$ cat src/rtl/if_prefetch.sv
// Generic flushable FIFO with a registered occupancy count and a zeroed head when empty.
// Latency: a push is visible at the head on the following cycle; there is no bypass.
// Backpressure: the owner must not push when full unless it pops in the same cycle.
module if_prefetch_fifo #(
    parameter int W     = 64,
    parameter int DEPTH = 4,
    parameter int PTR_W = 2
) (
    input  logic             clk,
    input  logic             rst,
    input  logic             flush_i,
    input  logic             push_i,
    input  logic [W-1:0]     push_dat_i,
    input  logic             pop_i,
    output logic             head_vld_o,
    output logic [W-1:0]     head_dat_o,
    output logic [PTR_W:0]   count_o
);
    localparam logic [PTR_W-1:0] PTR_ONE = PTR_W'(1);
    localparam logic [PTR_W:0]   CNT_ONE = (PTR_W+1)'(1);

    logic [W-1:0]     mem_q [DEPTH];
    logic [PTR_W-1:0] rd_ptr_q, rd_ptr_d;
    logic [PTR_W-1:0] wr_ptr_q, wr_ptr_d;
    logic [PTR_W:0]   count_q, count_d;

    always_comb begin
        rd_ptr_d = rd_ptr_q;
        wr_ptr_d = wr_ptr_q;
        count_d  = count_q;
        if (flush_i) begin
            rd_ptr_d = '0;
            wr_ptr_d = '0;
            count_d  = '0;
        end else begin
            if (push_i) wr_ptr_d = wr_ptr_q + PTR_ONE;
            if (pop_i)  rd_ptr_d = rd_ptr_q + PTR_ONE;
            if (push_i && !pop_i)      count_d = count_q + CNT_ONE;
            else if (!push_i && pop_i) count_d = count_q - CNT_ONE;
        end
    end

    always_ff @(posedge clk or posedge rst) begin
        if (rst) begin
            rd_ptr_q <= '0;
            wr_ptr_q <= '0;
            count_q  <= '0;
        end else begin
            rd_ptr_q <= rd_ptr_d;
            wr_ptr_q <= wr_ptr_d;
            count_q  <= count_d;
        end
    end

    // Storage needs no reset: the head is masked whenever the count is zero.
    always_ff @(posedge clk) begin
        if (push_i && !flush_i) mem_q[wr_ptr_q] <= push_dat_i;
    end

    assign head_vld_o = (count_q != '0);
    assign head_dat_o = head_vld_o ? mem_q[rd_ptr_q] : '0;
    assign count_o    = count_q;
endmodule

// Instruction fetch stage: drives the ROM from the fetch PC and queues {addr, inst} for decode.
// Latency: a word fetched in cycle N reaches the head in cycle N+1; a jump target in cycle J+2.
// Backpressure: fetch stalls when the queue is full unless decode pops in the same cycle.
module if_prefetch #(
    parameter logic [31:0] RESET_PC = 32'h0000_0000,
    parameter int          DEPTH    = 4,
    parameter int          PTR_W    = 2
) (
    input  logic             clk,
    input  logic             rst,
    output logic             rom_ce_o,
    output logic [31:0]      rom_addr_o,
    input  logic [31:0]      rom_inst_i,
    input  logic             jump_i,
    input  logic [31:0]      jump_addr_i,
    output logic             inst_valid_o,
    output logic [31:0]      inst_o,
    output logic [31:0]      inst_addr_o,
    input  logic             inst_ready_i,
    output logic [PTR_W:0]   count_o
);
    typedef struct packed {
        logic [31:0] addr;
        logic [31:0] inst;
    } entry_t;

    localparam logic [PTR_W:0] DEPTH_C = (PTR_W+1)'(DEPTH);

    logic [31:0]    fpc_q, fpc_d;
    logic           pop, fetch;
    logic           head_vld;
    entry_t         push_dat, head_dat;
    logic [PTR_W:0] count;
    logic           unused_jump_lsbs;

    assign unused_jump_lsbs = ^jump_addr_i[1:0];

    assign pop   = head_vld & inst_ready_i;
    assign fetch = ~rst & ~jump_i & ((count < DEPTH_C) | pop);

    always_comb begin
        fpc_d = fpc_q;
        if (jump_i)     fpc_d = {jump_addr_i[31:2], 2'b00};
        else if (fetch) fpc_d = fpc_q + 32'd4;
    end

    always_ff @(posedge clk or posedge rst) begin
        if (rst) fpc_q <= {RESET_PC[31:2], 2'b00};
        else     fpc_q <= fpc_d;
    end

    assign push_dat.addr = fpc_q;
    assign push_dat.inst = rom_inst_i;

    // A jump flushes the queue and swallows any pop decode attempted that cycle.
    if_prefetch_fifo #(
        .W     ($bits(entry_t)),
        .DEPTH (DEPTH),
        .PTR_W (PTR_W)
    ) u_fifo (
        .clk        (clk),
        .rst        (rst),
        .flush_i    (jump_i),
        .push_i     (fetch),
        .push_dat_i (push_dat),
        .pop_i      (pop & ~jump_i),
        .head_vld_o (head_vld),
        .head_dat_o (head_dat),
        .count_o    (count)
    );

    assign rom_ce_o     = fetch;
    assign rom_addr_o   = fpc_q;
    assign inst_valid_o = head_vld;
    assign inst_o       = head_dat.inst;
    assign inst_addr_o  = head_dat.addr;
    assign count_o      = count;
endmodule

$ cat config.mk
export PLATFORM = sky130hd
export DESIGN_NAME = if_prefetch
export DESIGN_NICKNAME = d
export VERILOG_FILES = /design/src/rtl/if_prefetch.sv
export SDC_FILE = /design/constraint.sdc
export NUM_CORES = 1
export LEC_CHECK = 0
export BUFFER_PORTS_ARGS = -buffer_cell sky130_fd_sc_hd__clkbuf_2
export CORE_UTILIZATION = 45
export CTS_BUF_LIST = sky130_fd_sc_hd__clkbuf_8
export CTS_CLUSTER_SIZE = 20
export DETAILED_ROUTE_END_ITERATION = 10
export PLACE_DENSITY = 0.75
export RECOVER_POWER = 25
export SYNTH_ARGS = -nofsm -noshare
export SYNTH_HDL_FRONTEND = slang
export SYNTH_SLANG_ARGS = --single-unit
$ cat constraint.sdc
create_clock -name clk -period 3.5 [get_ports clk]
set_input_delay 0.175 -clock clk [delete_from_list [all_inputs] [get_ports clk]]
set_output_delay 0.175 -clock clk [all_outputs]
set_load 0.02 [all_outputs]
==> results of run 1 <==
flip-flops by register name (all words and copies together) (netlist names):
| signal | flops |
|---|---|
| u_fifo.count_o | 3 |
| u_fifo.rd_ptr_q | 2 |
| u_fifo.mem_q | 248 |
| u_fifo.wr_ptr_q | 2 |
| rom_addr_o | 30 |
metrics by stage:
stage,hold WS (ns),total power [mW],setup slack [ns]
2_1_floorplan,0.274,5.35,0.572
3_3_place_gp,0.383,5.96,0.913
3_5_place_dp,0.388,6.00,0.852
4_1_cts,0.0779,8.64,0.672
5_1_grt,0.134,8.91,0.607
6_report,0.115,8.51,0.768
logic make-up after synthesis:
group / Yosys count / synth area share
other cells: 1 / 0.000322
xor+xnor: 26 / 0.0196
mux: 65 / 0.123
compound gates: 45 / 0.0213
buf+inv: 47 / 0.0189
fa+ha+maj: 6 / 0.00710
simple gates: 181 / 0.0907
flops: 285 / 0.719
routing by layer:
layer	up-vias	track usage	routed length (um)
met2	258	0.315	12100
li1	3053	-	-
met3	41	0.0369	1600
met5	-	0	0
met4	0	0.0616	511
met1	3397	0.255	10600
cell type report:
class                           instances  area [um^2]
Clock buffer                           48          661
Clock inverter                         38          178
Fill cell                            1977        11000
Inverter                                7         26.3
Multi-Input combinational cell        327         3070
Sequential cell                       285         8380
Tap cell                              330          413
Timing Repair Buffer                  236         1550
path summary, 6_finish.rpt:
check | endpoint | slack (ns) | from | depth (start not counted)
setup / recovery | inst_addr_o[11] | 0.77 | u_fifo.rd_ptr_q[0] | 4
hold / removal | u_fifo.count_o[2] | 0.12 | inst_ready_i | 3
setup reg to reg | u_fifo.mem_q[1][13] | 0.86 | u_fifo.count_o[2] | 4
hold reg to reg | u_fifo.mem_q[3][63] | 0.58 | rom_addr_o[31] | 0
max in group asynchronous | rom_addr_o[26] | 2.20 | rst | 4
min in group asynchronous | rom_addr_o[31] | 0.49 | rst | 3
what timing repair did:
| item | in CTS | in global routing |
|---|---|---|
| resized for setup | 0 | 0 |
| hold buffers | 63 | 0 |
| endpoints found under the hold margin | 171 | 0 |
power by group through the flow:
stage                     sequential, mW  clock (mW)  combinational, mW
after global placement              4.17           0               1.79
after CTS                           4.11        2.65               1.87
after detailed placement            4.18           0               1.81
final                               4.11        2.57               1.83
after floorplan                     4.10           0               1.25
after global routing                4.14        2.78               1.99
placed cells by master, fill, tap and decap left out, drive strengths merged, types with 3 or more instances in the layout:
cell type / n
xor2: 21
nand2: 40
nor2b: 3
o211ai: 4
edfxtp: 248
dfrtp: 37
mux4: 62
buf: 11
inv: 25
and2: 69
xnor2: 5
nand3: 12
and3: 7
clkbuf: 210
a21oi: 6
dlygate4sd3: 63
o21ai: 30
nand4: 18
ha: 5
nor2: 11
nor4: 5
clkinv: 17
conb: 4
nor3: 8
worst min-delay path, delay by kind of cell:
family | cells | cell delay (ns)
compound gates | 2 | 0.22
buf+inv | 1 | 0.21
==> summary by stage, run 1 <==
Route
The aggregate routed wire length is around 25 mm. Dividing the detail-routed wire length by the instance count gives 19.5 um. The routed layout has slightly below 7000 vias. The number of DRC markers in iteration 0 is a little under 500.

Before antenna repair, the detailed router went through 5 iterations. After detailed routing, the number of remaining DRC violations is 0. The detail route stage leaves a number of antenna-violating nets equal to 0. The mean number of vias per cell is 5.31.

Power
The areal power density over the cells is 596 nW/um^2. Internal power comes to 6.03 mW. Of the total power, the share spent switching nets is 0.291. The portion of total power attributed to combinational logic is 0.215.

For this design the total switching power over the nets is ~2.5 mW. The relative contribution of sequential cells to total power is 0.483. The power share of the clock group is 0.302. The leakage power summed over all cells is 5.07 nW.

The worst ir drop on vdd is approximately 380 uV.

STA
The final-report max-slew violation count is 0. Summed over all failing endpoints, the final setup total negative slack is 0 ns. Setup repair after global routing left no endpoint under its margin. Across the routed clock network, the largest skew measured is around 0.023 ns.

The routed design could run at a clock period as short as 2.73 ns. The final critical-path share of the clock period is 0.780. The setup violation total in the final timing report is 0. The final number of hold-violating endpoints came to 0. At the pin with the least slew margin, the transition time is 0.991 ns. Headroom to the max-slew limit came out at 0.339. The maximum clock rate is 366 MHz.

CTS
The number of sinks driven by the clock tree is about 290. The maximum count of clock buffers along a single path is 3. After clock tree synthesis, the setup repair step added 0 buffers. CTS built an H-tree with a depth of 2. Clock tree synthesis inserted a total of 47 buffers. Clock-pin slew was measured on the worst setup and hold paths at 0.06 ns. TritonCTS built the clock tree. The root buffer cell is sky130_fd_sc_hd__clkbuf_8.

The source-to-sink clock delay at the later pin of the worst-skew pair is between 0.5 and 0.6 ns.

Worst setup path
The cell class contributing the biggest share of worst-path delay is flip-flops. The slowest cell on the critical path is sky130_fd_sc_hd__dfrtp_4. STA classifies the critical path endpoint as an output port. The data required time of the critical path is roughly 3.3 ns.

The data arrival time at the worst-slack endpoint is 2.56 ns. The worst setup path is of the reg -> out kind. The delay of the slowest cell on the worst path is ~0.73 ns.

The number of buffers and inverters on the critical path is 2. In this run the worst path has a maximum fanout of 22. The worst setup path is launched from a flip-flop.

The signal on the critical path passes through buf_4 > mux4_2 > and2_1 > clkbuf_2.

Global routing
The via count of the first global-routing pass is around 7000. The initial antenna violation count was 0. The remaining global-route overflow is 0. The first global-routing pass estimated roughly 38 mm of wire.

The total routing resource utilization after global routing is 0.191. The largest net degree at the start of global routing is 69.

Floorplan
Measured along the y axis, the die boundary spans ~160 um. The die covers roughly 27000 um^2. The die is roughly 160 um wide. For this design the top-level I/O count stands at 169. The core area is between 20000 and 30000 um^2. The initialized floorplan defines 58 standard-cell rows.

For this configuration, the core starts out at a cell density of 0.461.

Cells and area
The finished cells cover around 14000 um^2. The antenna diode count is 0. The number of nets in the layout is 978.

The synthesis-to-layout area growth is 22.6%. Of the cells placed in the final design, the portion with a size suffix greater than 1 is 0.288. The finished layout holds about 1300 standard cells, fillers aside.

Once layout is complete, the utilization of the core stands at 0.565.

Flow run
The number of maximum-capacitance constraint violations is 0.

Yosys
The largest area contributor in the synthesized netlist is sky130_fd_sc_hd__edfxtp_1. The mapped netlist covers about 12000 um^2. The most used standard cell by instance count after synthesis is sky130_fd_sc_hd__edfxtp_1. By area the synthesized netlist is led by sky130_fd_sc_hd__edfxtp_1 64%, sky130_fd_sc_hd__mux4_2 12%, sky130_fd_sc_hd__dfrtp_1 8.0%. The share of synthesized area occupied by flip-flops and latches is 0.719. Of the post-synthesis cell area, the dominant cell type holds 0.640.

The commonest cells after synthesis are 248 x sky130_fd_sc_hd__edfxtp_1, 69 x sky130_fd_sc_hd__and2_1, 62 x sky130_fd_sc_hd__mux4_2, 40 x sky130_fd_sc_hd__nand2_1, 37 x sky130_fd_sc_hd__dfrtp_1. The async set-reset flop share out of synthesis is 0.130. The number of enable-type register cells in the synthesized netlist is about 250.

Each instance of the synthesized netlist takes up on average between 15 and 20 um^2. Counting flops and latches in the post-synthesis netlist gives between 200 and 300. After synthesis, the netlist uses 43 different library cells. After technology mapping, the gate count stands at roughly 660. For this run, the leading register cell type out of synthesis is sky130_fd_sc_hd__edfxtp_1. The total of warnings raised by yosys is 0.

Placement
Counting tap cells, the placed design contains a total of about 1100 instances. The number of input and output port buffers inserted is about 160. Once placement finished, the instance area stood at 12800 um^2. After legalization and detailed placement, the total HPWL measured between 10 and 15 mm. The final estimated routing congestion in global placement is between 0.7 and 0.8.

Outcome
The flow ran to the end, and the final reports show no timing, DRC or antenna violations.

Hold path
The min-delay analysis places its worst path in the category in -> reg.
No activity file was read; power rests on OpenSTA's default activity.
==> run 2: changes to the inputs <==
==> constraint.sdc (replaced) <==
create_clock -name clk -period 2.8 [get_ports clk]
set_input_delay 0.14 -clock clk [delete_from_list [all_inputs] [get_ports clk]]
set_output_delay 0.14 -clock clk [all_outputs]
set_load 0.02 [all_outputs]
==> run 2 against run 1 <==
Against the previous run:
- combinational power rose by 31%
- power rose by 29%
- worst hold slack got worse by 0.024 ns
- flip-flop and latch count did not move
- non-clock buffer count rose by 10
- register-to-register slack got worse by 0.46 ns
- wire length barely moved
- setup slack got worse by 0.44 ns
- highest routed layer unchanged
==> summary by stage, run 2 (same netlist as run 1, synthesis figures left out) <==
CTS
The number of gates resized after CTS is 0 (unchanged). The source-to-sink clock delay at the later pin of the worst-skew pair is 0.56 ns (+0.02 ns). The maximum level of the CTS H-tree is 2 (unchanged). The number of buffers inserted during clock tree synthesis is 46 (-2.1%). The post-CTS clock slew at the launch and capture registers of the worst setup and hold paths was 0.06 ns (about the same).

The number of sinks driven by the clock tree is 285 (unchanged). The number of hold buffers added after CTS is 65 (+3.2%). The root buffer cell is sky130_fd_sc_hd__clkbuf_8. The maximum count of clock buffers along a single path is 3 (unchanged). The number of buffers inserted to repair setup after CTS was 0 (unchanged). The TritonCTS clock tree is built.

Global routing
The remaining global-route overflow is 0 (unchanged). The most used routing layer is met2. The met3 track utilization from global routing was 0.0377 (+0.000764). The met2 capacity usage during global routing is 0.329 (+0.0139). The initial antenna violation count is 0 (unchanged). The total routing resource utilization after global routing was 0.194 (+0.00301). The largest net degree at the start of global routing came to 65 (-5.8%). The met1 routing resource usage after global routing is 0.253 (-0.00264). The via count of the first global-routing pass is 7114 (+2.1%). The first-pass GRT wire length is 38.6 mm (+1.5%).

Hold path
The worst hold path belongs to the class in -> reg.

STA
The total negative setup slack is 0 ns (unchanged). The final-report max-slew violation count is 0 (unchanged). For this run, the top clock speed supported by timing is 405 MHz. Setup repair after global routing left no endpoint under its margin. The final worst clock skew is 0.0280 ns (+0.00542 ns). The setup violation total in the final timing report is 0 (unchanged). In the finished design, the share of the clock period the worst path needs comes to 0.883. The headroom to the max-slew limit was 0.518 (+0.179). The final critical-path setup slack is 0.329 ns (-0.440 ns). The worst hold slack came to 0.0915 ns (-0.0239 ns). The pin slew with the least headroom to its limit is 0.723 ns (-0.268 ns). The final number of hold-violating endpoints is 0 (unchanged). For the finished layout, the period the worst path requires is between 2 and 2.5 ns.

Worst setup path
The startpoint-to-endpoint class of the critical path is reg -> out. The data arrival time at the worst-slack endpoint came to 2.33 ns (-0.23 ns). The maximum fanout along the worst path is 64 (+190%). The worst setup path is launched from a flip-flop.

The data required time of the critical path is 2.66 ns (-0.66 ns). The endpoint type of the worst setup path is an output port.

Floorplan
The core area is 25300 um^2 (unchanged). The initial cell density of the core is 0.461 (unchanged). The number of I/O pins is 169 (unchanged).

The row count is 58 (unchanged). The die boundary width is 163 um (unchanged). The die area came to 26500 um^2 (unchanged). The height of the die is 163 um (unchanged).

Cells and area
The share of cells above drive strength 1 was 0.306 (+0.0183). The largest register by flop count is u_fifo.mem_q. The library cells used most frequently in the layout, excluding fill and tap cells, are 248 x sky130_fd_sc_hd__edfxtp_1, 129 x sky130_fd_sc_hd__clkbuf_2, 65 x sky130_fd_sc_hd__and2_1, 65 x sky130_fd_sc_hd__dlygate4sd3_1, 62 x sky130_fd_sc_hd__mux4_2. The layout filler cell count came to 1934 (-2.2%). The number of flip-flops in the largest register is 248 (unchanged). The library cell used most frequently in the layout, excluding fill and tap cells, is sky130_fd_sc_hd__edfxtp_1. The area growth from synthesis to layout is 24.4%. The number of nets in the layout is 987 (+0.92%).

Power
The leakage power summed over all cells is 5.15 nW (+1.6%). The areal power density over the cells is 761 nW/um^2 (+28%). The worst ir drop on vdd is 495 uV (+31%). The power consumption came to 11.0 mW (+29%).

Placement
The sum of net half-perimeters after detailed placement is 14.9 mm (+1.7%). The number of input and output port buffers inserted was 162 (unchanged). The worst-case setup slack after placement was 0.615 ns (-0.237 ns). The final estimated routing congestion in global placement is 0.780 (+2.0%).

Route
The wire length per cell was 19.3 um (-0.75%). The number of remaining DRC errors came to 0 (unchanged). The number of search-and-repair iterations in the first detailed-routing pass is 5 (unchanged). The vias after detailed routing is 6767 (+0.27%). The number of routed nets with antenna violations is 0 (unchanged).

The aggregate routed wire length is 24.8 mm (about the same). The number of DRC markers in iteration 0 is 504 (+1.6%). The mean number of vias per cell is 5.28 (-0.52%).

Outcome
The flow ran to the end, and the final reports show no timing, DRC or antenna violations.

Flow run
The number of maximum-capacitance constraint violations came to 0 (unchanged).
run 2: area by class of cell:
| type | instances | area (um^2) | share of cell area |
|---|---|---|---|
| Tap cell | 330 | 413 | 0.0285 |
| Clock inverter | 38 | 279 | 0.0193 |
| Multi-Input combinational cell | 327 | 3070 | 0.212 |
| Inverter | 7 | 26.3 | 0.00181 |
| Clock buffer | 47 | 647 | 0.0447 |
| Timing Repair Buffer | 246 | 1660 | 0.115 |
| Antenna cell | 1 | 2.50 | 0.000173 |
| Sequential cell | 285 | 8380 | 0.579 |
run 2: per-layer routing:
metal | up-vias | wire (um) | share of wire
met5 | - | 0 | 0
met4 | 0 | 446 | 0.018
met3 | 37 | 1540 | 0.062
met2 | 254 | 12300 | 0.50
met1 | 3410 | 10400 | 0.42
li1 | 3066 | - | -
run 2: metrics by stage:
stage,cell area (um^2),cells,utilization
after floorplan,11700,659,-
after global placement,12900,1130,0.512
after detailed placement,12900,1130,0.512
after CTS,14500,1280,0.575
after global routing,14500,1280,0.573
final,14500,1281,0.573
run 2: worst max-delay path, cell delays in order (launching register included):
cell and delay [ns]:
sky130_fd_sc_hd__dfrtp_1 0.46, sky130_fd_sc_hd__or3_2 0.52, sky130_fd_sc_hd__buf_4 0.35, sky130_fd_sc_hd__and2_1 0.28
sky130_fd_sc_hd__clkbuf_2 0.17
run 2: power by group:
group	total, mW	internal, mW	switching (mW)
clock network	3.56	1.95	1.61
registers	5.06	4.87	0.190
logic	2.40	1.02	1.39
total	11.0	7.84	3.18
run 2: path summary, 6_finish.rpt:
check / from / end / slack (ns) / cells after the start
hold reg to reg: rom_addr_o[31] / u_fifo.mem_q[2][63] / 0.58 / 0
hold / removal: inst_ready_i / u_fifo.count_o[2] / 0.09 / 3
max in group asynchronous: rst / u_fifo.rd_ptr_q[0] / 1.72 / 4
setup reg to reg: rom_addr_o[2] / rom_addr_o[9] / 0.40 / 7
setup / recovery: u_fifo.count_o[1] / inst_addr_o[31] / 0.33 / 4
min in group asynchronous: rst / u_fifo.count_o[0] / 0.32 / 3
==> run 3: changes to the inputs <==
==> constraint.sdc (replaced) <==
create_clock -name clk -period 2.75 [get_ports clk]
set_input_delay 0.1375 -clock clk [delete_from_list [all_inputs] [get_ports clk]]
set_output_delay 0.1375 -clock clk [all_outputs]
set_load 0.02 [all_outputs]
==> run 3 against run 2 <==
Against the previous run:
- non-clock buffer count increased by 1
- combinational power about the same
- worst hold slack got worse by 0.026 ns
- first-iteration DRC count shrank 11%
- wire length decreased by 1.1%
- critical path depth stayed put
- clock skew down 0.00079 ns
- flip-flop and latch count unchanged
- power decreased by 0.93%
- register-to-register slack worse by 0.10 ns
- largest power group unchanged
==> summary by stage, run 3 (same netlist as run 1, synthesis figures left out) <==
STA
Dividing the final minimum period by the clock period gives 0.938. The final-report max-slew violation count is 0 (unchanged). The setup violation total in the final timing report is 0 (unchanged).

The time the worst path needs with I/O delays and setup is about 2.6 ns. The final number of hold-violating endpoints was 0 (unchanged). The final worst clock skew is 0.0273 ns (-0.000788 ns).

The headroom to the max-slew limit is 0.556 (+0.0379). Setup repair after global routing left no endpoint under its margin. The total negative setup slack is 0 ns (unchanged). The pin slew with the least headroom to its limit is 0.666 ns (-0.0576 ns). The maximum clock rate is 388 MHz.

CTS
The number of buffers inserted to repair setup after CTS is 0 (unchanged). The maximum level of the CTS H-tree came to 2 (unchanged). The maximum count of clock buffers along a single path is 3 (unchanged). The number of buffers inserted during clock tree synthesis is 45 (-2.2%). The number of sinks driven by the clock tree came to 285 (unchanged). The post-CTS clock slew at the launch and capture registers of the worst setup and hold paths is 0.06 ns (about the same). The root buffer cell is sky130_fd_sc_hd__clkbuf_8. TritonCTS built the clock tree. The source-to-sink clock delay at the later pin of the worst-skew pair was 0.55 ns (about the same).

Cells and area
The synthesis-to-layout area growth is 24.0%. The antenna diode count is 0 (-1). The largest register by flop count is u_fifo.mem_q. The top cell types in the final layout, fill and taps aside, are 248 x sky130_fd_sc_hd__edfxtp_1, 130 x sky130_fd_sc_hd__clkbuf_2, 65 x sky130_fd_sc_hd__and2_1, 65 x sky130_fd_sc_hd__dlygate4sd3_1, 62 x sky130_fd_sc_hd__mux4_2. The number of flip-flops in the largest register is 248 (unchanged).

The library cell used most frequently in the layout, excluding fill and tap cells, is sky130_fd_sc_hd__edfxtp_1. The layout filler cell count is 1986 (+2.7%). The post-route non-filler standard cell count is 1279 (-0.16%). The share of cells above drive strength 1 is 0.298 (-0.00811). The area of combinational cells with multiple inputs was 3080 um^2 (+0.29%). The fraction of the core area covered by cells at the end of the flow was 0.572 (-0.00168). The number of nets in the layout came to 987 (unchanged). The post-route cell area is 14400 um^2 (-0.29%). The area taken by flip-flops and latches is 8380 um^2 (unchanged).

Global routing
The total routing resource utilization after global routing is 0.190 (-0.00349). The first-pass GRT wire length is 38.0 mm (-1.3%). The via count of the first global-routing pass came to 6834 (-3.9%).

The initial antenna violation count is 0 (unchanged). The remaining global-route overflow was 0 (unchanged). The largest net degree at the start of global routing is 68 (+4.6%).

Hold path
The worst hold path belongs to the class in -> reg. The startpoint of the worst hold path is jump_i.

Worst setup path
STA classifies the critical path endpoint as an output port. The maximum fanout along the worst path is 24 (-63%). The startpoint identified for the worst register-to-register timing path is rom_addr_o[5]. The startpoint-to-endpoint class of the critical path is reg -> out. The worst flop-to-flop path endpoint is rom_addr_o[25]. The data arrival time at the worst-slack endpoint is 2.44 ns (+0.11 ns).

The total buffers and inverters traversed by the critical path is 2 (unchanged). The launch point of the critical path is u_fifo.rd_ptr_q[0]. The data required time of the critical path was 2.61 ns (-0.05 ns).

The internal reg-to-reg setup slack is 0.30 ns (-0.10 ns). STA classifies the critical path startpoint as a flip-flop. In this run the worst setup path terminates at inst_addr_o[31]. The cell class contributing the biggest share of worst-path delay is flip-flops. The delay of the slowest cell on the worst path was 0.70 ns (+0.18 ns). The worst reg2reg path depth is 6 (-1). The critical path depth in cells is 4 (unchanged). Walking the worst path, the cells encountered are buf_12 > mux4_2 > and2_1 > clkbuf_2. The slowest cell on the critical path is sky130_fd_sc_hd__dfrtp_4.

Floorplan
The die boundary width was 163 um (unchanged). The die area is 26500 um^2 (unchanged). The number of I/O pins is 169 (unchanged). The initial cell density of the core is 0.461 (unchanged). The core area is 25300 um^2 (unchanged).

The row count is 58 (unchanged). The height of the die is 163 um (unchanged).

Power
The areal power density over the cells is 757 nW/um^2 (-0.63%). The worst ir drop on vdd is 366 uV (-26%). The power consumption was 10.9 mW (-0.93%). The leakage power summed over all cells is 5.18 nW (+0.46%).

Placement
The number of input and output port buffers inserted is 162 (unchanged). The sum of net half-perimeters after detailed placement is 14.9 mm (about the same). The cell area after placement came to 13000 um^2 (+0.25%). The cell count after placement is 1131 (+0.088%). The final estimated routing congestion in global placement is 0.765 (-1.9%).

Flow run
The number of maximum-capacitance constraint violations is 0 (unchanged).

Route
The number of search-and-repair iterations in the first detailed-routing pass is 5 (unchanged). The wire length per cell is 19.1 um (-0.98%). The mean number of vias per cell came to 5.22 (-1.1%). The aggregate routed wire length came to 24.5 mm (-1.1%).

The number of remaining DRC errors came to 0 (unchanged). The number of DRC markers in iteration 0 is 447 (-11%). The vias after detailed routing is 6680 (-1.3%). The number of routed nets with antenna violations is 0 (unchanged).

Outcome
The flow ran to the end, and the final reports show no timing, DRC or antenna violations.
==> run 3: changes by cell type in the layout (fill, tap and decap cells not counted), moves of 2 or more <==
cell / delta
sky130_fd_sc_hd__inv_1: +9
sky130_fd_sc_hd__clkinv_2: -5
sky130_fd_sc_hd__clkinvlp_4: -3
sky130_fd_sc_hd__buf_12: +2
sky130_fd_sc_hd__bufinv_16: -2
==> run 3: how the worst min path moves through the flow <==
stage                    endpoint  slack [ns]  cells after the start
6_report           rom_addr_o[22]        0.07                      4
3_5_place_dp        rom_addr_o[6]        0.36                      3
3_3_place_gp        rom_addr_o[5]        0.34                      3
5_1_grt            rom_addr_o[14]        0.09                      4
4_1_cts            rom_addr_o[22]        0.04                      4
2_1_floorplan  u_fifo.mem_q[0][0]        0.24                      0
==> run 3: final cells by class <==
type,count,area share
Multi-Input combinational cell,327,0.213
Clock buffer,46,0.0439
Clock inverter,37,0.0146
Tap cell,330,0.0286
Sequential cell,285,0.581
Timing Repair Buffer,247,0.118
Inverter,7,0.00182
==> run 3: through the flow <==
| stage | setup WS (ns) | hold slack [ns] |
|---|---|---|
| 2_1_floorplan | -0.178 | 0.236 |
| 3_3_place_gp | 0.561 | 0.343 |
| 3_5_place_dp | 0.515 | 0.356 |
| 4_1_cts | 0.0834 | 0.0371 |
| 5_1_grt | 0.0330 | 0.0944 |
| 6_report | 0.169 | 0.0659 |
==> run 3: where the power goes <==
| group | switching [mW] | total (mW) | internal (mW) |
|---|---|---|---|
| logic | 1.35 | 2.39 | 1.04 |
| clock network | 1.57 | 3.33 | 1.76 |
| registers | 0.247 | 5.20 | 4.95 |
==> run 3: worst reg2reg max path, cell delays in order (launching register included) <==
cell,delay (ns)
sky130_fd_sc_hd__dfrtp_1,0.55
sky130_fd_sc_hd__nand3_2,0.30
sky130_fd_sc_hd__nor4_4,0.49
sky130_fd_sc_hd__nand3_1,0.17
sky130_fd_sc_hd__o21ai_0,0.18
sky130_fd_sc_hd__nand3_1,0.08
sky130_fd_sc_hd__dlygate4sd3_1,0.57
==> run 3: repair_timing <==
item / CTS / global route
setup endpoints to repair: 0 / 1
endpoints found under the hold margin: 172 / 0
hold buffers: 65 / 0
gates resized for setup: 0 / 1
==> run 3: routing by layer <==
layer  up-vias  GRT usage  routed length (um)
met4         0     0.0472                 368
met1      3362      0.263               10800
met3        34     0.0382                1310
met2       216      0.311               12000
li1       3068          -                   -
met5         -          0                   0
